<file path="src/rtl/prach_hb1_sched_if.sv">
// Sample and status bundle between the PRACH hb1 input scheduler and its
// neighbours. master drives samples and control, slave is the scheduler.
interface prach_hb1_sched_if #(
  parameter int CHN_WIDTH = 8
);
  // sample input side
  logic signed [15:0]    din_dq;
  logic                  din_dv;
  logic [CHN_WIDTH-1:0]  din_chn;
  logic                  sync_in;
  logic                  clr_sticky;

  // TDM output side toward hb1
  logic signed [15:0]    dout_dp1;
  logic signed [15:0]    dout_dp2;
  logic                  dout_dv;
  logic [CHN_WIDTH-1:0]  dout_chn;
  logic                  sync_out;

  // status
  logic                  underrun;
  logic                  overrun;
  logic [15:0]           underrun_cnt;
  logic [15:0]           overrun_cnt;

  modport master (
    output din_dq, din_dv, din_chn, sync_in, clr_sticky,
    input  dout_dp1, dout_dp2, dout_dv, dout_chn, sync_out,
    input  underrun, overrun, underrun_cnt, overrun_cnt
  );

  modport slave (
    input  din_dq, din_dv, din_chn, sync_in, clr_sticky,
    output dout_dp1, dout_dp2, dout_dv, dout_chn, sync_out,
    output underrun, overrun, underrun_cnt, overrun_cnt
  );
endinterface

</file>
<file path="src/rtl/prach_hb1_sched.sv">
// PRACH hb1 input scheduler.
// Pairs consecutive samples of each channel (arriving in any channel order)
// into polyphase pairs and presents them to hb1 in a fixed TDM frame, one
// channel slot per clock, channels 0..NUM_CHANNEL-1 repeating. The frame is
// never stretched: a slot without a pending pair is marked invalid and
// flagged as underrun; a pair that overwrites an unissued one flags overrun.
// Optional build macro PRACH_HB1_SCHED_STATUS_EN adds 16-bit saturating
// underrun/overrun event counters; without it the counter ports read 0.
module prach_hb1_sched #(
  parameter int NUM_CHANNEL = 16,
  parameter int CHN_WIDTH   = 8
) (
  input  logic              clk,
  input  logic              rst,
  prach_hb1_sched_if.slave  bus
);

  localparam int                   IDX_W     = (NUM_CHANNEL > 1) ? $clog2(NUM_CHANNEL) : 1;
  localparam logic [IDX_W-1:0]     LAST_SLOT = IDX_W'(NUM_CHANNEL - 1);
  localparam logic [CHN_WIDTH-1:0] NUM_CHN_C = CHN_WIDTH'(NUM_CHANNEL);

  // ---------------------------------------------------------------------
  // Per-channel pairing state
  // ---------------------------------------------------------------------
  logic [NUM_CHANNEL-1:0] phase_r;     // 1: an even sample is staged
  logic [NUM_CHANNEL-1:0] pending_r;   // 1: a full pair waits for its slot
  logic signed [15:0]     stage_r  [NUM_CHANNEL];
  logic signed [15:0]     buf_p1_r [NUM_CHANNEL];
  logic signed [15:0]     buf_p2_r [NUM_CHANNEL];

  // ---------------------------------------------------------------------
  // Slot sequencing state
  // ---------------------------------------------------------------------
  logic [IDX_W-1:0]       slot_r;
  logic [IDX_W-1:0]       slot_nxt_s;
  logic                   first_frame_r;   // underrun masked while set
  logic                   first_frame_nxt_s;

  // ---------------------------------------------------------------------
  // Decisions for the current clock
  // ---------------------------------------------------------------------
  logic [IDX_W-1:0]       din_idx_s;
  logic                   din_ok_s;
  logic                   complete_s;
  logic                   issue_s;
  logic                   underrun_ev_s;
  logic                   overrun_ev_s;

  // ---------------------------------------------------------------------
  // Registered outputs
  // ---------------------------------------------------------------------
  logic signed [15:0]     dout_dp1_r;
  logic signed [15:0]     dout_dp2_r;
  logic                   dout_dv_r;
  logic [CHN_WIDTH-1:0]   dout_chn_r;
  logic                   sync_out_r;
  logic                   underrun_r;
  logic                   overrun_r;

  assign din_idx_s = bus.din_chn[IDX_W-1:0];

  // Slot register and first-frame marker; sync_in restarts the frame at slot 0
  always_ff @(posedge clk or posedge rst) begin
    if (rst) begin
      slot_r        <= '0;
      first_frame_r <= 1'b1;
    end else begin
      slot_r        <= slot_nxt_s;
      first_frame_r <= first_frame_nxt_s;
    end
  end

  // Next slot, and whether the current slot issues a pair or underruns
  always_comb begin
    slot_nxt_s        = slot_r;
    first_frame_nxt_s = first_frame_r;
    issue_s           = 1'b0;
    underrun_ev_s     = 1'b0;
    if (bus.sync_in) begin
      // Restart: pending pairs are being discarded, so nothing is issued
      // and a missing pair is not an underrun.
      slot_nxt_s        = '0;
      first_frame_nxt_s = 1'b1;
    end else begin
      issue_s       = pending_r[slot_r];
      underrun_ev_s = !pending_r[slot_r] && !first_frame_r;
      if (slot_r == LAST_SLOT) begin
        slot_nxt_s        = '0;
        first_frame_nxt_s = 1'b0;
      end else begin
        slot_nxt_s        = slot_r + IDX_W'(1);
        first_frame_nxt_s = first_frame_r;
      end
    end
  end

  // Input qualification: pair completion and overwrite of an unissued pair
  always_comb begin
    din_ok_s     = 1'b0;
    complete_s   = 1'b0;
    overrun_ev_s = 1'b0;
    if (bus.din_dv && (bus.din_chn < NUM_CHN_C)) begin
      din_ok_s = 1'b1;
      if (!bus.sync_in && phase_r[din_idx_s]) begin
        complete_s = 1'b1;
        // A pair leaving through its slot this same clock is not lost.
        overrun_ev_s = pending_r[din_idx_s] &&
                       !(issue_s && (din_idx_s == slot_r));
      end else begin
        complete_s   = 1'b0;
        overrun_ev_s = 1'b0;
      end
    end else begin
      din_ok_s = 1'b0;
    end
  end

  // Per-channel staging, pair buffers, phase and pending bookkeeping
  always_ff @(posedge clk or posedge rst) begin
    if (rst) begin
      phase_r   <= '0;
      pending_r <= '0;
      for (int k = 0; k < NUM_CHANNEL; k++) begin
        stage_r[k]  <= 16'sd0;
        buf_p1_r[k] <= 16'sd0;
        buf_p2_r[k] <= 16'sd0;
      end
    end else if (bus.sync_in) begin
      // Drop partial and pending pairs; a sample arriving now starts fresh.
      phase_r   <= '0;
      pending_r <= '0;
      if (din_ok_s) begin
        stage_r[din_idx_s] <= bus.din_dq;
        phase_r[din_idx_s] <= 1'b1;
      end
    end else begin
      if (issue_s) begin
        pending_r[slot_r] <= 1'b0;
      end
      // Placed after the issue clear so a same-clock completion keeps
      // the channel pending with the new pair.
      if (din_ok_s) begin
        if (complete_s) begin
          buf_p2_r[din_idx_s]  <= stage_r[din_idx_s];
          buf_p1_r[din_idx_s]  <= bus.din_dq;
          phase_r[din_idx_s]   <= 1'b0;
          pending_r[din_idx_s] <= 1'b1;
        end else begin
          stage_r[din_idx_s]   <= bus.din_dq;
          phase_r[din_idx_s]   <= 1'b1;
        end
      end
    end
  end

  // TDM output stage, one clock behind the slot decision
  always_ff @(posedge clk or posedge rst) begin
    if (rst) begin
      dout_dp1_r <= 16'sd0;
      dout_dp2_r <= 16'sd0;
      dout_dv_r  <= 1'b0;
      dout_chn_r <= '0;
      sync_out_r <= 1'b0;
    end else begin
      dout_chn_r <= CHN_WIDTH'(slot_r);
      sync_out_r <= (slot_r == IDX_W'(0));
      if (issue_s) begin
        dout_dp1_r <= buf_p1_r[slot_r];
        dout_dp2_r <= buf_p2_r[slot_r];
        dout_dv_r  <= 1'b1;
      end else begin
        dout_dp1_r <= 16'sd0;
        dout_dp2_r <= 16'sd0;
        dout_dv_r  <= 1'b0;
      end
    end
  end

  // Sticky status flags; a new event in the clearing clock keeps the flag set
  always_ff @(posedge clk or posedge rst) begin
    if (rst) begin
      underrun_r <= 1'b0;
      overrun_r  <= 1'b0;
    end else begin
      underrun_r <= underrun_ev_s | (underrun_r & ~bus.clr_sticky);
      overrun_r  <= overrun_ev_s  | (overrun_r  & ~bus.clr_sticky);
    end
  end

  assign bus.dout_dp1 = dout_dp1_r;
  assign bus.dout_dp2 = dout_dp2_r;
  assign bus.dout_dv  = dout_dv_r;
  assign bus.dout_chn = dout_chn_r;
  assign bus.sync_out = sync_out_r;
  assign bus.underrun = underrun_r;
  assign bus.overrun  = overrun_r;

`ifdef PRACH_HB1_SCHED_STATUS_EN
  logic [15:0] underrun_cnt_r;
  logic [15:0] overrun_cnt_r;

  // Saturating increment: counters hold at all-ones
  function automatic logic [15:0] sat_inc(input logic [15:0] v);
    return (v == 16'hFFFF) ? v : (v + 16'd1);
  endfunction

  // Event counters; clearing clock still records its own event
  always_ff @(posedge clk or posedge rst) begin
    if (rst) begin
      underrun_cnt_r <= 16'd0;
      overrun_cnt_r  <= 16'd0;
    end else if (bus.clr_sticky) begin
      underrun_cnt_r <= {15'd0, underrun_ev_s};
      overrun_cnt_r  <= {15'd0, overrun_ev_s};
    end else begin
      if (underrun_ev_s) begin
        underrun_cnt_r <= sat_inc(underrun_cnt_r);
      end
      if (overrun_ev_s) begin
        overrun_cnt_r <= sat_inc(overrun_cnt_r);
      end
    end
  end

  assign bus.underrun_cnt = underrun_cnt_r;
  assign bus.overrun_cnt  = overrun_cnt_r;
`else
  assign bus.underrun_cnt = 16'd0;
  assign bus.overrun_cnt  = 16'd0;
`endif

endmodule

</file>
<file path="src/flat_wrapper.sv">
// flat-port wrapper written by rule: the top's interface ports become plain ports
module prach_hb1_sched_flat 
#(
  parameter int NUM_CHANNEL = 16,
  parameter int CHN_WIDTH   = 8
)
  (clk, rst, bus_din_dq, bus_din_dv, bus_din_chn, bus_sync_in, bus_clr_sticky, bus_dout_dp1, bus_dout_dp2, bus_dout_dv, bus_dout_chn, bus_sync_out, bus_underrun, bus_overrun, bus_underrun_cnt, bus_overrun_cnt);
  prach_hb1_sched_if #(.CHN_WIDTH(CHN_WIDTH)) bus_i ();
  input  logic clk;
  input  logic rst;
  input wire logic [$bits(bus_i.din_dq)-1:0] bus_din_dq;
  input wire logic [$bits(bus_i.din_dv)-1:0] bus_din_dv;
  input wire logic [$bits(bus_i.din_chn)-1:0] bus_din_chn;
  input wire logic [$bits(bus_i.sync_in)-1:0] bus_sync_in;
  input wire logic [$bits(bus_i.clr_sticky)-1:0] bus_clr_sticky;
  output wire logic [$bits(bus_i.dout_dp1)-1:0] bus_dout_dp1;
  output wire logic [$bits(bus_i.dout_dp2)-1:0] bus_dout_dp2;
  output wire logic [$bits(bus_i.dout_dv)-1:0] bus_dout_dv;
  output wire logic [$bits(bus_i.dout_chn)-1:0] bus_dout_chn;
  output wire logic [$bits(bus_i.sync_out)-1:0] bus_sync_out;
  output wire logic [$bits(bus_i.underrun)-1:0] bus_underrun;
  output wire logic [$bits(bus_i.overrun)-1:0] bus_overrun;
  output wire logic [$bits(bus_i.underrun_cnt)-1:0] bus_underrun_cnt;
  output wire logic [$bits(bus_i.overrun_cnt)-1:0] bus_overrun_cnt;
  assign bus_i.din_dq = bus_din_dq;
  assign bus_i.din_dv = bus_din_dv;
  assign bus_i.din_chn = bus_din_chn;
  assign bus_i.sync_in = bus_sync_in;
  assign bus_i.clr_sticky = bus_clr_sticky;
  assign bus_dout_dp1 = bus_i.dout_dp1;
  assign bus_dout_dp2 = bus_i.dout_dp2;
  assign bus_dout_dv = bus_i.dout_dv;
  assign bus_dout_chn = bus_i.dout_chn;
  assign bus_sync_out = bus_i.sync_out;
  assign bus_underrun = bus_i.underrun;
  assign bus_overrun = bus_i.overrun;
  assign bus_underrun_cnt = bus_i.underrun_cnt;
  assign bus_overrun_cnt = bus_i.overrun_cnt;
  prach_hb1_sched #(.NUM_CHANNEL(NUM_CHANNEL), .CHN_WIDTH(CHN_WIDTH)) u_core (.clk(clk), .rst(rst), .bus(bus_i));
endmodule
</file>
<file path="config.mk">
export PLATFORM = sky130hd
export DESIGN_NAME = prach_hb1_sched_flat
export DESIGN_NICKNAME = d
export VERILOG_FILES = /design/src/rtl/prach_hb1_sched_if.sv /design/src/rtl/prach_hb1_sched.sv /design/src/flat_wrapper.sv
export SDC_FILE = /design/constraint.sdc
export NUM_CORES = 2
export LEC_CHECK = 0
export CORE_ASPECT_RATIO = 0.9
export CORE_MARGIN = 8
export CORE_UTILIZATION = 30
export CTS_CLUSTER_SIZE = 25
export DETAILED_ROUTE_END_ITERATION = 10
export MAX_ROUTING_LAYER = met4
export PLACE_DENSITY = 0.5
export SLEW_MARGIN = 20
export SYNTH_ARGS = -nofsm -noshare
export SYNTH_HDL_FRONTEND = slang
export SYNTH_SLANG_ARGS = --single-unit
</file>
<file path="constraint.sdc">
create_clock -name clk -period 38.1 [get_ports clk]
set_input_delay 5.715 -clock clk [delete_from_list [all_inputs] [get_ports clk]]
set_output_delay 5.715 -clock clk [all_outputs]
set_load 0.005 [all_outputs]
</file>
Word-level counts from Yosys, hierarchy flattened:

Index checks and enable logic that the tools add are counted.
Widths: inputs -> output; s select.

* bitwise gates (word level): 14
* add/sub/neg operators: 1
* divide/modulo/power cells: 0
* muxes and demuxes: 51
* equal/unequal tests: 3
* $mul: 0
* magnitude comparators: 8
* reductions and logical operators: 17
* shift operators: 0

Operator list (count)
* $mux 256: 4
* $bwmux 256: 3
* $mux 16: 18
* $bmux 16 s4: 3
* $demux 16 s4: 1
* $and 16x16->16: 2
* $not 16->16: 2
* $or 16x16->16: 2
* $mux 1: 15
* $bmux 1 s4: 3
* $ge 5x5->1 const B: 2
* $lt 4x5->1 const B: 2
* $not 4->5: 2
* $demux 1 s4: 2
* $ge 4x1->1 const B: 2
* $logic_and 1x1->1: 8
* $lt 8x5->1 const B: 1
* $mux 4: 2
* $lt 5x1->1 const B: 1
* $add 4x1->4 const B: 1
* $eq 4x4->1: 1
* $eq 4x4->1 const B: 1
* $logic_not 1->1: 4
* $logic_not 4->1: 1
* 7 further kinds: 11

* bits in registers: 845
* memory bits (writable): 0
* input bits: 29
* memories kept: 0
* ROM bits: 0
* output and inout port bits: 76
* bits in latches: 0
* logic and storage cells: 153

Depth between registers and ports, before layout:

* word-level depth: 12
* depth in mapped cells: 9
* gate-level depth less buffers: 5

Worst setup path before layout:

No wires, ideal clock.

* kind: input-to-reg
* from: in bus_din_chn[5]
* to: reg u_core.buf_p1_r[243] (netlist name)
* buffers on the path: 2
* arrival: 7685 ps
* setup time: 125 ps
* setup slack: 30290 ps
* data required time: 37975 ps
* stages: 7
* cells stage by stage: or4b_1 buf_2 nor4_4 nand2_1 a21oi_2 buf_4 mux2_2

* longest elaborated chain between the ends: 4
* elaborated cells on any way between the ends: 5
* those cells by class: 1 x order compare; 2 x mux; 2 x reduce/logical

RTL lines
* start, declared: line flat_wrapper.sv:13 `input wire logic [$bits(bus_i.din_chn)-1:0] bus_din_chn;`
* $lt 8x5->1 *: line prach_hb1_sched.sv:102 `if (bus.din_dv && (bus.din_chn < NUM_CHN_C)) begin`
* $logic_and 1x1->1 *: line prach_hb1_sched.sv:102
* $mux 1: line prach_hb1_sched.sv:102
* $reduce_and 3->1 (no line) *
* end signal, assigned by index: line prach_hb1_sched.sv:145 `buf_p1_r[din_idx_s] <= bus.din_dq;`
* end, declared: line prach_hb1_sched.sv:28 `logic signed [15:0] buf_p1_r [NUM_CHANNEL];`

Every way passes the cells marked *; elsewhere a longest branch is shown, timed or not.
A chain may end at the register's enable or synchronous reset.

Worst setup path after layout:

* from: in bus_din_chn[1]
* to: reg u_core.stage_r[164] (netlist name)

* longest elaborated chain between the ends: 9
* elaborated cells on any way between the ends: 21
* those cells by class: 3 x order compare; 1 x eq/ne; 12 x mux; 1 x bitwise; 4 x reduce/logical

RTL lines
* $not 4->5 (not written as such): line prach_hb1_sched.sv:133, prach_hb1_sched.sv:149
* $ge 5x5->1 (not written as such) / $lt 5x1->1 (equally long branches): line prach_hb1_sched.sv:133, prach_hb1_sched.sv:149
* $logic_and 1x1->1 (not written as such): line prach_hb1_sched.sv:133, prach_hb1_sched.sv:149
* $mux 16 (not written as such): line prach_hb1_sched.sv:133, prach_hb1_sched.sv:149
* $demux 16 s4: line prach_hb1_sched.sv:133, prach_hb1_sched.sv:149
* $bwmux 256: line prach_hb1_sched.sv:133, prach_hb1_sched.sv:149
* $mux 256: line prach_hb1_sched.sv:143 `if (complete_s) begin`
* $mux 256: line prach_hb1_sched.sv:142 `if (din_ok_s) begin`
* $mux 256: line prach_hb1_sched.sv:128 `end else if (bus.sync_in) begin`
* end signal, assigned by index: line prach_hb1_sched.sv:133 `stage_r[din_idx_s] <= bus.din_dq;`
* end signal, assigned by index: line prach_hb1_sched.sv:149 `stage_r[din_idx_s] <= bus.din_dq;`
* end, declared: line prach_hb1_sched.sv:27 `logic signed [15:0] stage_r [NUM_CHANNEL];`

Parallel ways exist; a longest one is shown, timed or not. The select of a mux whose other input is x is not followed.

==> flow_summary.toml <==
[timing]
skew_ns = 0.0258
max_freq_mhz = 108
min_period_ns = 9.23
grt_setup_unrepaired = "no"
hold_viol_final = 0
relSlewSlack_pct = 26.5
holdWs_ns = 0.460
worstMarginPinSlew_ns = 1.10
slew_violations = 0
finalSetupTns_ns = 0
period_share_pct = 24.2
setup_viol = 0

[pwr]
p_leak_uw = 0.0205
total_power_uw = 1970
ir_drop_uv = 30.4
power.density_nw_per_um2 = 45.1

[place]
place_congestion = 0.764
dp_hpwl_um = 57300
portBuffers = 68

[synth]
ys_types = 48
synth-edff-count = 0
netlist_area_um2 = 38400
yosys_warnings = 0
synthCells = 2327
synth-seq-cells = 845
seq_area_frac_synth_pct = 55.1
synthArstFlopShare_pct = 100
avgSynthCellArea_um2 = 16.5
ys.flop_type = "dfrtp_1"

[die]
io_pins = 105
dieWidth_um = 393
start_util_pct = 30.2
die_area_um2 = 140000
die_h_um = 355
rows = 124
core_um2 = 127000

[route]
antenna_left = 0
drc = 0
routed_wirelength_um = 103000
dr.first_iter.drc_count = 1226
wl_per_cell_um = 25.1
drt_first_pass_iters = 5
num_vias = 20700
vias_per_cell = 5.04

[critical_path]
crit_path_end_kind = "register"
slowest_stage = "nand4_2"
reg2reg_slack_ns = 34.15
cp_cell_sequence = "buf_4 > buf_4 > mux2i_1 > a22oi_1 > nand3_2 > buf_4 > nand4_2 > mux2_2"
slowest_delay_ns = 0.99
worst_setup_path_start_kind = "input pin"
critPathMaxFanout = 66
crit_required_ns = 38.64
path_class = "in -> reg"
r2r_start = "u_core.slot_r[1]$_DFF_PP0_"
reg2reg_depth = 5
crit_top_cell = "buf_4"
crit_arrival_ns = 9.77
worstReg2RegEnd = "u_core.bus.dout_dp1[15]$_DFF_PP0_"

[global_routing]
grt_use_total_pct = 15.3
grt_pass1_vias = 23400
antenna_found_initial = 5
grt-ovfl-total = 0
grt_max_degree = 165
grt_first_pass_wirelength_um = 158000

[clocking]
post_cts_resized = 0
holdBufCountCts = 0
clk_path_buf_depth = 3
numCtsBuffers = 96
cts_htree_levels = 3
cts_num_sinks = 845
insertion_delay_ns = 0.67
cts-root-buf = "clkbuf_16"
cts_setup_buffers = 0
cts_tree = "done"
clk_pin_slew_ns = 0.06

[finish]
drive_above_1_share_pct = 52.2
nets = 2362
utilization_pct = 34.3
syn_to_final_growth_pct = 13.6

[hold_path]
hold_depth = 2
whs_endpoint = "u_core.first_frame_r$_DFFE_PP1P_"
hp-start = "u_core.first_frame_r$_DFFE_PP1P_"
worst_hold_path_type = "reg -> reg"

[status]
status = "complete, no violations"

[job]
maxCapViolCount = 0
worst max path at each step:
stage	cells after the start	start	slack, ns	end
6_report	8	bus_din_chn[1]	28.87	u_core.stage_r[164]$_DFFE_PP0P_
5_1_grt	8	bus_din_chn[1]	28.76	u_core.stage_r[208]$_DFFE_PP0P_
4_1_cts	9	bus_din_chn[1]	28.86	u_core.buf_p1_r[168]$_DFFE_PP0P_
3_5_place_dp	9	bus_din_chn[1]	28.14	u_core.buf_p1_r[168]$_DFFE_PP0P_
3_3_place_gp	8	bus_din_chn[1]	28.19	u_core.stage_r[209]$_DFFE_PP0P_
2_1_floorplan	1	rst	8.65	asynchronous set/reset pin
area by class of cell:
class / count / area [um^2]
flip-flops and latches: 845 / 21200
clock buffers: 139 / 2780
repair buffers: 117 / 1050
multi-input cells: 1262 / 16000
fillers: 12000 / 83500
diodes: 2 / 5.00
well taps: 1701 / 2130
clock inverters: 35 / 434
inverters: 7 / 33.8
cells in the final DEF, fill, tap and decap left out, types with 12 or more instances in the layout:
cell type | Yosys | layout
dfrtp_1 | 844 | 840
mux2_2 | 734 | 734
mux4_2 | 249 | 249
clkbuf_16 | 0 | 97
clkdlybuf4s50_1 | 0 | 58
nand2_1 | 49 | 49
buf_4 | 91 | 44
conb_1 | 1 | 36
mux2_1 | 34 | 34
and3_1 | 34 | 34
clkbuf_1 | 96 | 23
clkinv_2 | 0 | 22
clkbuf_8 | 0 | 19
a21oi_1 | 17 | 17
a21oi_4 | 13 | 16
a31o_2 | 16 | 16
nand4_2 | 12 | 12
synthesized netlist by cell type, drive strengths merged, types with 5 or more instances:
cell    instances  share of area (%)
a21oi          33               0.84
a31o           16               0.37
and3           34               0.55
buf           152                2.6
clkbuf         96               0.94
dfrtp         844                 55
inv             7              0.068
mux2          768                 23
mux2i           8               0.21
mux4          249                 15
nand2          49               0.48
nand3           8               0.14
nand4          13               0.41
nor2b           5              0.081
routing by layer:
| metal | wire length [um] | track usage, % | vias to the layer above |
|---|---|---|---|
| met5 | 0 | - | - |
| met4 | 2230 | 3.56 | 0 |
| met3 | 3930 | 2.33 | 163 |
| met2 | 50100 | 24.7 | 417 |
| met1 | 47000 | 20.5 | 11500 |
| li1 | - | - | 8621 |
sequential cells by signal, summed over array words and instances (netlist names), named ones only:
| register | count |
|---|---|
| u_core.bus.dout_dp2 | 16 |
| u_core.bus.dout_dp1 | 16 |
| u_core.bus.overrun | 1 |
| u_core.bus.dout_chn | 4 |
| u_core.stage_r | 256 |
| u_core.pending_r | 16 |
| u_core.buf_p1_r | 256 |
| u_core.buf_p2_r | 256 |
| u_core.slot_r | 4 |
| u_core.first_frame_r | 1 |
| u_core.bus.sync_out | 1 |
| u_core.bus.dout_dv | 1 |
| u_core.bus.underrun | 1 |
kinds of logic (layout without fill, tap and decap cells):
family	Yosys count	in the layout	synth area share, %
AO/OA/AOI/OAI	60	60	1.42
XOR/XNOR	5	5	0.114
adder cells (fa/ha/maj)	4	4	0.130
buffers and inverters	255	298	3.59
flip-flops	845	845	55.1
multiplexers	1025	1025	37.3
other	1	38	0.00977
AND/OR/NAND/NOR	132	132	2.30
stage by stage:
stage,cell area (um^2),instances,setup slack [ns]
floorplan,38500,2362,8.65
global placement,40400,3931,28.19
detailed placement,40400,3931,28.14
CTS,43600,4105,28.86
global route,43600,4106,28.76
finish,43600,4108,28.87
report_power, final:
group / internal (uW) / switching [uW]
Clock: 560 / 377
Sequential: 914 / 10.4
Combinational: 38.7 / 67.8
Total: 1510 / 455
critical path: cells and delay by family:
kind	cells	cell delay, ns
AO/OA/AOI/OAI	1	0.14
buffers and inverters	3	1.84
multiplexers	2	0.91
AND/OR/NAND/NOR	2	1.08
Note: power is estimated with default switching activity, not from simulation.
